### config.mk
export PLATFORM = sky130hd
export DESIGN_NAME = register_writeback
export DESIGN_NICKNAME = d
export VERILOG_FILES = /design/src/rtl/register_writeback.sv
export SDC_FILE = /design/constraint.sdc
export NUM_CORES = 1
export LEC_CHECK = 0
export ABC_CLOCK_PERIOD_IN_PS = 4600
export BUFFER_PORTS_ARGS = -buffer_cell sky130_fd_sc_hd__buf_2
export CAP_MARGIN = 5
export CORE_ASPECT_RATIO = 0.7
export CORE_MARGIN = 4
export CORE_UTILIZATION = 40
export CTS_CLUSTER_SIZE = 20
export DETAILED_ROUTE_END_ITERATION = 8
export HOLD_SLACK_MARGIN = 0.15
export PLACE_DENSITY = 0.73
export SLEW_MARGIN = 20
export SYNTH_ARGS = -nofsm -noshare
export SYNTH_HDL_FRONTEND = slang
export SYNTH_HIERARCHICAL = 1
export SYNTH_SLANG_ARGS = --single-unit
### constraint.sdc
create_clock -name clk -period 4.6 [get_ports clk]
set_input_delay 0 -clock clk [delete_from_list [all_inputs] [get_ports clk]]
set_output_delay 0 -clock clk [all_outputs]
set_load 0.01 [all_outputs]
### src/rtl/register_writeback.sv
// Two-entry in-order writeback buffer between MEM and the register file, with
// source-busy hazard flags. Define WB_FORWARD_EN to forward buffered data to decode.
module wb_slot_match (
  input  logic       vld,
  input  logic [4:0] slot_rd,
  input  logic [4:0] rs,
  input  logic [4:0] rt,
  output logic       hit_rs,
  output logic       hit_rt
);
  assign hit_rs = vld && (slot_rd == rs);
  assign hit_rt = vld && (slot_rd == rt);
endmodule

module register_writeback (
  input  logic        clk,
  input  logic        rst_n,
  input  logic        in_valid,
  input  logic        in_wen,
  input  logic [4:0]  in_rd,
  input  logic [31:0] in_data,
  output logic        in_ready,
  output logic        enable_c,
  output logic [4:0]  rd,
  output logic [31:0] write_data,
  input  logic        wb_hold,
  input  logic [4:0]  rs,
  input  logic [4:0]  rt,
  output logic        busy_rs,
  output logic        busy_rt,
  output logic        fwd_a_hit,
  output logic        fwd_b_hit,
  output logic [31:0] fwd_a_data,
  output logic [31:0] fwd_b_data,
  output logic [7:0]  drop_cnt
);
  localparam int DEPTH = 2;

  typedef struct packed {
    logic [4:0]  rd;
    logic [31:0] data;
  } wb_ent_t;

  wb_ent_t [DEPTH-1:0] ent;   // ent[0] is the head, ent[1] the newer entry
  logic    [1:0]       occ;
  logic    [DEPTH-1:0] slot_vld, hit_rs, hit_rt;
  logic                push, pop, drop;
  wb_ent_t             new_ent;

  assign new_ent  = '{rd: in_rd, data: in_data};
  assign in_ready = (occ < 2'd2);
  assign push     = in_valid && in_ready && in_wen;
  assign pop      = (occ != 2'd0) && !wb_hold;
  // Indices 16..31 are not architectural registers: retire them silently.
  assign drop     = pop && ent[0].rd[4];
  assign enable_c = pop && !ent[0].rd[4];

  assign rd         = (occ != 2'd0) ? ent[0].rd   : 5'd0;
  assign write_data = (occ != 2'd0) ? ent[0].data : 32'd0;

  generate
    for (genvar g = 0; g < DEPTH; g++) begin : g_slot
      assign slot_vld[g] = (occ > 2'(g));
      wb_slot_match u_match (
        .vld    (slot_vld[g]),
        .slot_rd(ent[g].rd),
        .rs     (rs),
        .rt     (rt),
        .hit_rs (hit_rs[g]),
        .hit_rt (hit_rt[g])
      );
    end
  endgenerate

  assign busy_rs = |hit_rs;
  assign busy_rt = |hit_rt;

`ifdef WB_FORWARD_EN
  assign fwd_a_hit = busy_rs;
  assign fwd_b_hit = busy_rt;

  // Higher slot index is newer, so a later hit overrides an earlier one.
  always_comb begin
    fwd_a_data = '0;
    fwd_b_data = '0;
    for (int i = 0; i < DEPTH; i++) begin
      if (hit_rs[i]) fwd_a_data = ent[i].data;
      if (hit_rt[i]) fwd_b_data = ent[i].data;
    end
  end
`else
  assign fwd_a_hit  = 1'b0;
  assign fwd_b_hit  = 1'b0;
  assign fwd_a_data = '0;
  assign fwd_b_data = '0;
`endif

  always_ff @(posedge clk) begin
    if (!rst_n) begin
      occ      <= 2'd0;
      ent      <= '0;
      drop_cnt <= 8'd0;
    end else begin
      case ({push, pop})
        2'b10: begin
          ent[occ[0]] <= new_ent;
          occ         <= occ + 2'd1;
        end
        2'b01: begin
          ent[0] <= ent[1];
          occ    <= occ - 2'd1;
        end
        // Push needs occ<2 and pop needs occ>0, so both means occ==1.
        2'b11: ent[0] <= new_ent;
        default: ;
      endcase
      if (drop && drop_cnt != 8'hFF) drop_cnt <= drop_cnt + 8'd1;
    end
  end
endmodule

# ---- Yosys cells after proc, flatten, opt, wreduce, memory -nomap -nowiden
# Cells that the tools add are included.
dict set report totals {
  output_inout_bits 115
  regBits 84
  wordCells 47
  inputBits 52
}
dict set report classes {
  mux 7
  add_sub_neg 3
  magnitude_cmp 5
  n_eq_ne 8
  reduce_logical 18
}
# op n
set op_table {}
lappend op_table {{37-bit case mux with 3 select lines} 1}
lappend op_table {{74-bit bitwise mux} 1}
lappend op_table {{37-bit demux with 1-bit select} 1}
lappend op_table {{37-bit 2-to-1 mux} 1}
lappend op_table {{32-bit 2-to-1 mux} 1}
lappend op_table {{5-bit == test} 4}
lappend op_table {{1-bit logical AND} 11}
lappend op_table {{8-bit by 1-bit adder with 8-bit output (second input constant)} 1}
lappend op_table {{8-bit != test (second input constant)} 1}
lappend op_table {{5-bit 2-to-1 mux} 1}
lappend op_table {{2-bit == test (second input constant)} 2}
lappend op_table {{2-bit by 1-bit greater-than comparator with 1-bit output (second input constant)} 2}
lappend op_table {{2-bit case mux with 2 select lines} 1}
lappend op_table {{2-bit nonzero test} 2}
lappend op_table {{2-bit OR reduction} 2}
lappend op_table {{3-bit nonzero test} 1}
lappend op_table {{2-bit by 1-bit adder with 2-bit output (second input constant)} 1}
lappend op_table {{2-bit by 1-bit == test with 1-bit output (second input constant)} 1}
lappend op_table {{1-bit zero test} 2}
lappend op_table {{1-bit by 2-bit less-than comparator with 1-bit output (second input constant)} 1}
lappend op_table {{2-bit less-than comparator (second input constant)} 1}
lappend op_table {{2-bit by 1-bit subtractor with 2-bit output (second input constant)} 1}
lappend op_table {{1-bit greater-or-equal comparator (second input constant)} 1}

# ---- Depth between registers and ports, before layout
# Gate-level depths: netlist (run 1).
dict set report logic_depth {
  word_depth 6
  ltp_mapped 10
  mapped_depth_nobuf 8
}

# ---- Modules after synthesis
# The synthesis (run 1) kept the hierarchy.
# module cells_per_inst area_per_inst_um2 seq_area_each_um2 instances
set modules_own_cells {}
lappend modules_own_cells {register_writeback 518 4149.0 1681.6 1}
lappend modules_own_cells {wb_slot_match 14 112.6 0.0 2}

# ---- Worst setup path before layout (run 1)
# No wires, ideal clock.
dict set report synth_path {
  path_type {register to register}
  startpoint {reg occ[0]}
  endpoint {reg ent[0] (netlist name)}
  t_arrival_ps 2125
  n_path_buf 2
  period_less_slack_ps 2194
  setup_ps 70
  path_stages_with_launch 10
  setup_slack_ps 2406
  required_ps 4530
  path_cell_list {dfxtp_1 > inv_1 > ha_1 > nor2_2 > ha_1 > clkbuf_1 > and2_1 > clkbuf_1 > a22oi_1 > a21oi_1}
}
dict set report synth_between {
  elab_chain_cells 6
  elab_cells_between_ends 16
  classes_between {order compare: 3; eq/ne: 3; mux: 4; reduce/logical: 6}
}
# element line
set synth_lines {}
lappend synth_lines {{start: declaration} 45} ;# logic [1:0] occ;
lappend synth_lines {{start signal: assignment} 107} ;# occ <= occ + 2'd1;
lappend synth_lines {{start signal: assignment} 111} ;# occ <= occ - 2'd1;
lappend synth_lines {{1-bit by 2-bit less-than comparator with 1-bit output (not written as such) or 1-bit greater-or-equal comparator (tied branches)} 106} ;# ent[occ[0]] <= new_ent;
lappend synth_lines {{1-bit logical AND (not written as such)} 106}
lappend synth_lines {{37-bit 2-to-1 mux (not written as such)} 106}
lappend synth_lines {{37-bit demux with 1-bit select} 106}
lappend synth_lines {{74-bit bitwise mux} 106}
lappend synth_lines {{37-bit case mux with 3 select lines} 104} ;# case ({push, pop})
lappend synth_lines {{end signal: indexed assignment} 106}
lappend synth_lines {{end: declaration} 44} ;# wb_ent_t [DEPTH-1:0] ent;
# Several ways; a longest one is shown, not always the timed one.
# A chain may end at the register's enable or synchronous reset.

# ---- Worst setup path in the final report (run 1)
dict set report layout_path {
  startpoint {reg occ[0]}
  endpoint {reg ent[1] (netlist name)}
}
# Same word-level chain as after synthesis.

==> results of run 1 <==
[metrics by stage]
stage          util [%]  instances  area (um2)
4_1_cts            51.0        815        5360
2_1_floorplan         -        611        4620
3_3_place_gp       45.0        762        4730
5_1_grt            51.0        815        5360
3_5_place_dp       45.0        762        4730
6_report           51.0        815        5360
[worst max-delay path: stages (launching register included)]
cell	delay [ns]
dfxtp_1	0.47
inv_1	0.09
ha_2	0.45
nor2_2	0.54
ha_1	0.48
and2_1	0.59
buf_4	0.34
a22oi_1	0.10
a21oi_1	0.17
[registers in the layout, indices dropped and copies added, names as in the netlist]
name / cells
ent: 74
occ: 2
drop_cnt: 8
[final timing paths]
check,from,endpoint,slack (ns),cells after the start
setup reg to reg,occ[0]$_SDFFE_PN0P_,ent[1]$_SDFFE_PN0P_,1.26,8
setup / recovery,occ[0]$_SDFFE_PN0P_,ent[1]$_SDFFE_PN0P_,1.26,8
hold reg to reg,ent[40]$_SDFFE_PN0P_,ent[40]$_SDFFE_PN0P_,0.46,2
hold / removal,wb_hold,drop_cnt[2]$_SDFFE_PN0P_,0.17,4
[routing by layer]
layer | vias up | global-route usage, %
li1 | 1965 | -
met1 | 1860 | 23.6
met2 | 173 | 31.3
met3 | 18 | 5.22
met4 | 0 | 6.14
met5 | - | 0
[cells in the mapped netlist]
cell type,instances
and2_1,2
clkbuf_1,28
xor2_1,19
o21ai_0,31
nor2b_1,36
buf_2,7
nor4_1,5
a22oi_1,36
inv_1,5
inv_2,2
or3b_4,1
or2_2,3
mux2i_1,1
a211oi_1,2
conb_1,1
a31oi_1,1
o32a_1,1
nand3_1,7
buf_4,66
o31ai_1,1
and3_1,4
xnor2_1,5
o211ai_1,6
dfxtp_1,84
o31a_1,1
nand4_1,1
o311a_1,1
nor2_2,1
ha_1,7
nand2_1,86
buf_1,1
nor3_1,2
or3_1,1
o22ai_1,6
nor2_1,9
o21bai_1,1
o21a_1,1
or4_1,1
o21bai_4,1
a21oi_1,71
and4_1,1
[where the power goes]
part           internal (mW)  switching (mW)  total (mW)
logic                  0.353           0.609       0.962
clock network          0.363           0.283       0.646
registers              0.871          0.0895       0.960
total                   1.59           0.981        2.57
[cells by family after synthesis]
| group | share of synthesized area (%) |
|---|---|
| other cells | 0.0857 |
| compound gates | 21.8 |
| fa+ha+maj | 2.00 |
| mux | 0.229 |
| flops | 38.4 |
| xor+xnor | 4.81 |
| buf+inv | 15.2 |
| simple gates | 17.4 |
[timing repair]
action,in CTS,in global routing
setup buffers,0,0
hold buffers,37,0
hold endpoints to repair,74,0
[cell type report]
type / instances / share of cell area, %
inverters: 7 / 0.490
flip-flops and latches: 84 / 31.4
clock buffers: 11 / 4.34
multi-input cells: 418 / 42.6
repair buffers: 142 / 17.2
well taps: 148 / 3.45
clock inverters: 5 / 0.537
==> metrics, run 1 <==
slew at the pin closest to its max-slew limit 0.874 ns; RSZ-0062 raised after global routing no; status finished clean; final WL 12100 um; CTS tree done; total congestion overflow 0; Routed wire per std cell roughly 15 um; first-pass GRT wire length 19000 um; vias per cell 4.93; Worst-path clk slew roughly 0.060 ns; number of placed I/O pins between 150 and 200; maximum vdd drop 0.278 mV; synthesis warning total 6; core area about 11000 um2; setup TNS 0 ns; nets 721; Pleak 2.31 nW; share of layout cells above drive strength 1 19.3%; #FFs+latches synth 84; n_diodes 0; Final setup viols 0; root buffer cell clkbuf_16; Worst Path Required a little under 5 ns; Seq/Total Area, Yosys 38.4%; synth top area cells dfxtp_1 (38%), buf_4 (11%), a21oi_1 (8.1%), nand2_1 (7.4%), a22oi_1 (6.2%); area grow syn2layout 22.5%; Routed Antenna Nets 0; post-DP HPWL about 8000 um; startpoint types register; Worst Skew roughly 0.0032 ns; Cell Area, Synth about 4400 um2; CP arrival 3.60 ns; vias after detailed routing 4016; top sig layer met4; achievable frequency 300 MHz; Crit Path Max Fanout between 40 and 50; P per Cell Area 479 nW/um2; CTS resizes 0; Tcrit/Tclk final 72.5%; largest net degree at the start of global routing 48; H-tree levels 3; Syn Area/Cell 8.01 um2; Multi-input gate area 2280 um2; Final GP Congestion 0.898; GR Util All Layers 18.7%; TritonCTS buffer count 9; Port Buffers 100; width of the die roughly 130 um; worst min path class in -> reg; final worst slack 1.26 ns; CTS max path bufs 2; area of the die 12700 um2; synth unique cells a little over 40; Post-Place Worst Slack 1.29 ns; Mapped Cells 546; critical path class reg -> reg; post-synth top area share 38.4%; met2 WL 5680 um; commonest non-fill, non-tap cell in the layout buf_2; FILL cells 990; WHS 0.169 ns; drt initial violations 245; antenna violations before repair 0; Slew HR 41.6%; met1 wire length 5300 um; clk sink count 84; vias in the first global route 3863; Post-route DRC 0; Skew-Pair Late Insertion Delay 0.34 ns; Reg area approximately 1700 um2; Rows 31; minimum clock period 3.34 ns; count of pins over their slew limit 0; Die Height 95.5 um; Power, Total 2.57 mW; Starting Density 41.6%; routed length on met3 around 900 um; area leader, netlist dfxtp_1; crit end category register; max-cap viol count 0; Final Hold Fails 0; most frequent cells in the layout buf_2 (100), nand2_1 (86), dfxtp_1 (84); DR pass1 iterations 5
No activity file was read; power rests on OpenSTA's default activity.
==> inputs of run 2 (changes only) <==
- ABC_CLOCK_PERIOD_IN_PS: 4600 -> 3100
- clock period: 4.6 -> 3.1 ns (I/O delays scaled with it)
==> run 2 against run 1 <==
- clock power increased by 84%
- final area increased by 2.0%
- sequential share of layout area decreased by 0.61 points
- worst setup slack got worse by 0.84 ns
- sequential cell count unchanged
- cell count increased by 0.74%
- die area unchanged
- clock skew increased by 0.0045 ns
==> metrics, run 2 (same netlist as run 1, synthesis figures left out) <==
Slew HR 43.3% (was 41.6%); Bufs and invs on worst path 3 (was 2); routed length on met3 877 um (was 923 um); critical path class reg -> reg (unchanged); slew at the pin closest to its max-slew limit 0.849 ns (was 0.874 ns); total congestion overflow 0 (unchanged); vias after detailed routing 4091 (was 4016); FILL cells 975 (was 990); most frequent cells in the layout buf_2 (100), nand2_1 (86), dfxtp_1 (84) (unchanged); drt initial violations 216 (was 245); Tcrit/Tclk final 86.1% (was 72.5%); Worst Skew 0.00767 ns (was 0.00322 ns); commonest non-fill, non-tap cell in the layout buf_2 (unchanged); core area 10500 um2 (unchanged); met1 wire length 5340 um (was 5300 um); startpoint types register (unchanged); CP arrival 2.93 ns (was 3.60 ns); CTS tree done (unchanged); post-DP HPWL 8060 um (was 8010 um); Reg area 1680 um2 (unchanged); Largest regs ent: 74 flops, drop_cnt: 8 flops, occ: 2 flops (unchanged); met2 WL 5680 um (unchanged); TritonCTS buffer count 9 (unchanged); Net Sw Power 1.48 mW (was 981 uW); worst min path class in -> reg (unchanged); final WL 12000 um (was 12100 um); Util after Layout 52.0% (was 51.0%); status finished clean (unchanged); crit path launch occ[1]$_SDFFE_PN0P_ (was occ[0]$_SDFFE_PN0P_); antenna violations before repair 0 (unchanged); max-cap viol count 0 (unchanged); DR pass1 iterations 5 (unchanged); placed cell area 4760 um2 (was 4730 um2); Worst Path Required 3.36 ns (was 4.86 ns); post-CTS setup repair buffer count 0 (unchanged); CP max stage cell and2_1 (unchanged); Power, Total 4.06 mW (was 2.57 mW); Port Buffers 100 (unchanged); Final setup viols 0 (unchanged); Multi-input gate area 2280 um2 (unchanged); largest net degree at the start of global routing 48 (unchanged); clk sink count 84 (unchanged); number of placed I/O pins 167 (unchanged); final worst slack 0.430 ns (was 1.26 ns); Internal 2.58 mW (was 1.59 mW); H-tree levels 3 (unchanged); top sig layer met4 (unchanged); share of layout cells above drive strength 1 20.4% (was 19.3%); GR Util All Layers 18.7% (about the same); maximum vdd drop 0.362 mV (was 0.278 mV); Sw Share 36.5% (was 38.2%); combinational share of power 35.7% (was 37.5%); critical-path cell list inv_1 -> ha_2 -> nor2_2 -> inv_2 -> ha_1 -> and2_1 -> buf_4 -> nand2_1 -> a21oi_1 (was inv_1 -> ha_2 -> nor2_2 -> ha_1 -> and2_1 -> buf_4 -> a22oi_1 -> a21oi_1); area of the die 12700 um2 (unchanged); cell family with most CP delay simple AND/OR/NAND/NOR gates (unchanged); CTS max path bufs 2 (unchanged); n_diodes 0 (unchanged); cts hold-fix bufs 37 (unchanged); CTS resizes 0 (unchanged); Routed Antenna Nets 0 (unchanged); P per Cell Area 743 nW/um2 (was 479 nW/um2); Reg with most FFs ent (unchanged); Die Height 95.5 um (unchanged); Worst-path clk slew 0.06 ns (about the same); max FFs per register 74 (unchanged); setup TNS 0 ns (unchanged); root buffer cell clkbuf_16 (unchanged); Pleak 2.37 nW (was 2.31 nW); Post-route DRC 0 (unchanged); Final GP Congestion 0.859 (was 0.898); minimum clock period 2.67 ns (was 3.34 ns); peak per-stage delay on the critical path 0.62 ns (was 0.59 ns); Crit Path Max Fanout 19 (was 41); Final Hold Fails 0 (unchanged); Final Cell Area 5470 um2 (was 5360 um2); Worst Hold Launch wb_hold (unchanged); nets 727 (was 721); first-pass GRT wire length 19100 um (was 19000 um); clock power share 29.2% (was 25.1%); achievable frequency 374 MHz (was 300 MHz); worst reg2reg startpoint occ[1]$_SDFFE_PN0P_ (was occ[0]$_SDFFE_PN0P_); vias in the first global route 3842 (was 3863); Rows 31 (unchanged); Post-Place Worst Slack 0.452 ns (was 1.29 ns); RSZ-0062 raised after global routing no (unchanged); area grow syn2layout 25.0% (was 22.5%); Skew-Pair Late Insertion Delay 0.34 ns (about the same); Starting Density 41.6% (unchanged); width of the die 133 um (unchanged); Routed wire per std cell 14.7 um (was 14.8 um); crit end category register (unchanged); Sequential Power Share 35.0% (was 37.4%); vias per cell 4.98 (was 4.93); count of pins over their slew limit 0 (unchanged)
==> run 2: cell count changes in the layout (fill, tap and decap cells not counted), sizes merged <==
cell,before,now
clkinv,5,2
inv,7,8
buf,105,111
bufinv,0,2
==> run 2: worst reg2reg max path, stage by stage (launching register included) <==
cell     delay (ns)
dfxtp_1        0.30
inv_1          0.17
ha_2           0.48
nor2_2         0.10
inv_2          0.13
ha_1           0.18
and2_1         0.62
buf_4          0.38
nand2_1        0.09
a21oi_1        0.15
==> run 2: cell type report <==
| type | instances | area share (%) |
|---|---|---|
| clock buffers | 11 | 4.62 |
| clock inverters | 5 | 1.51 |
| inverters | 7 | 0.481 |
| well taps | 148 | 3.39 |
| multi-input cells | 418 | 41.8 |
| repair buffers | 148 | 17.4 |
| flip-flops and latches | 84 | 30.8 |
==> run 2: power groups by stage <==
| stage | combinational, mW | clock [mW] | sequential [mW] |
|---|---|---|---|
| after global routing | 1.61 | 1.25 | 1.45 |
| after global placement | 1.36 | 0 | 1.43 |
| after floorplan | 1.04 | 0 | 1.39 |
| after detailed placement | 1.40 | 0 | 1.44 |
| after CTS | 1.45 | 1.21 | 1.42 |
| final | 1.45 | 1.19 | 1.42 |
==> run 2: final timing paths <==
path,depth (start not counted),to,slack (ns)
setup / recovery,9,ent[58]$_SDFFE_PN0P_,0.43
hold / removal,5,drop_cnt[4]$_SDFFE_PN0P_,0.22
setup reg to reg,9,ent[58]$_SDFFE_PN0P_,0.43
hold reg to reg,2,ent[47]$_SDFFE_PN0P_,0.45
==> run 2: routing by layer <==
layer,vias to the layer above,track usage [%]
met2,179,30.6
met4,0,6.31
met5,-,0
met3,15,5.06
met1,1920,24.1
li1,1977,-
==> run 2: per-stage QoR <==
stage	std cells	hold slack [ns]
after detailed placement	768	0.262
after CTS	821	0.211
after global placement	768	0.254
after global routing	821	0.247
after floorplan	611	0.136
final	821	0.224
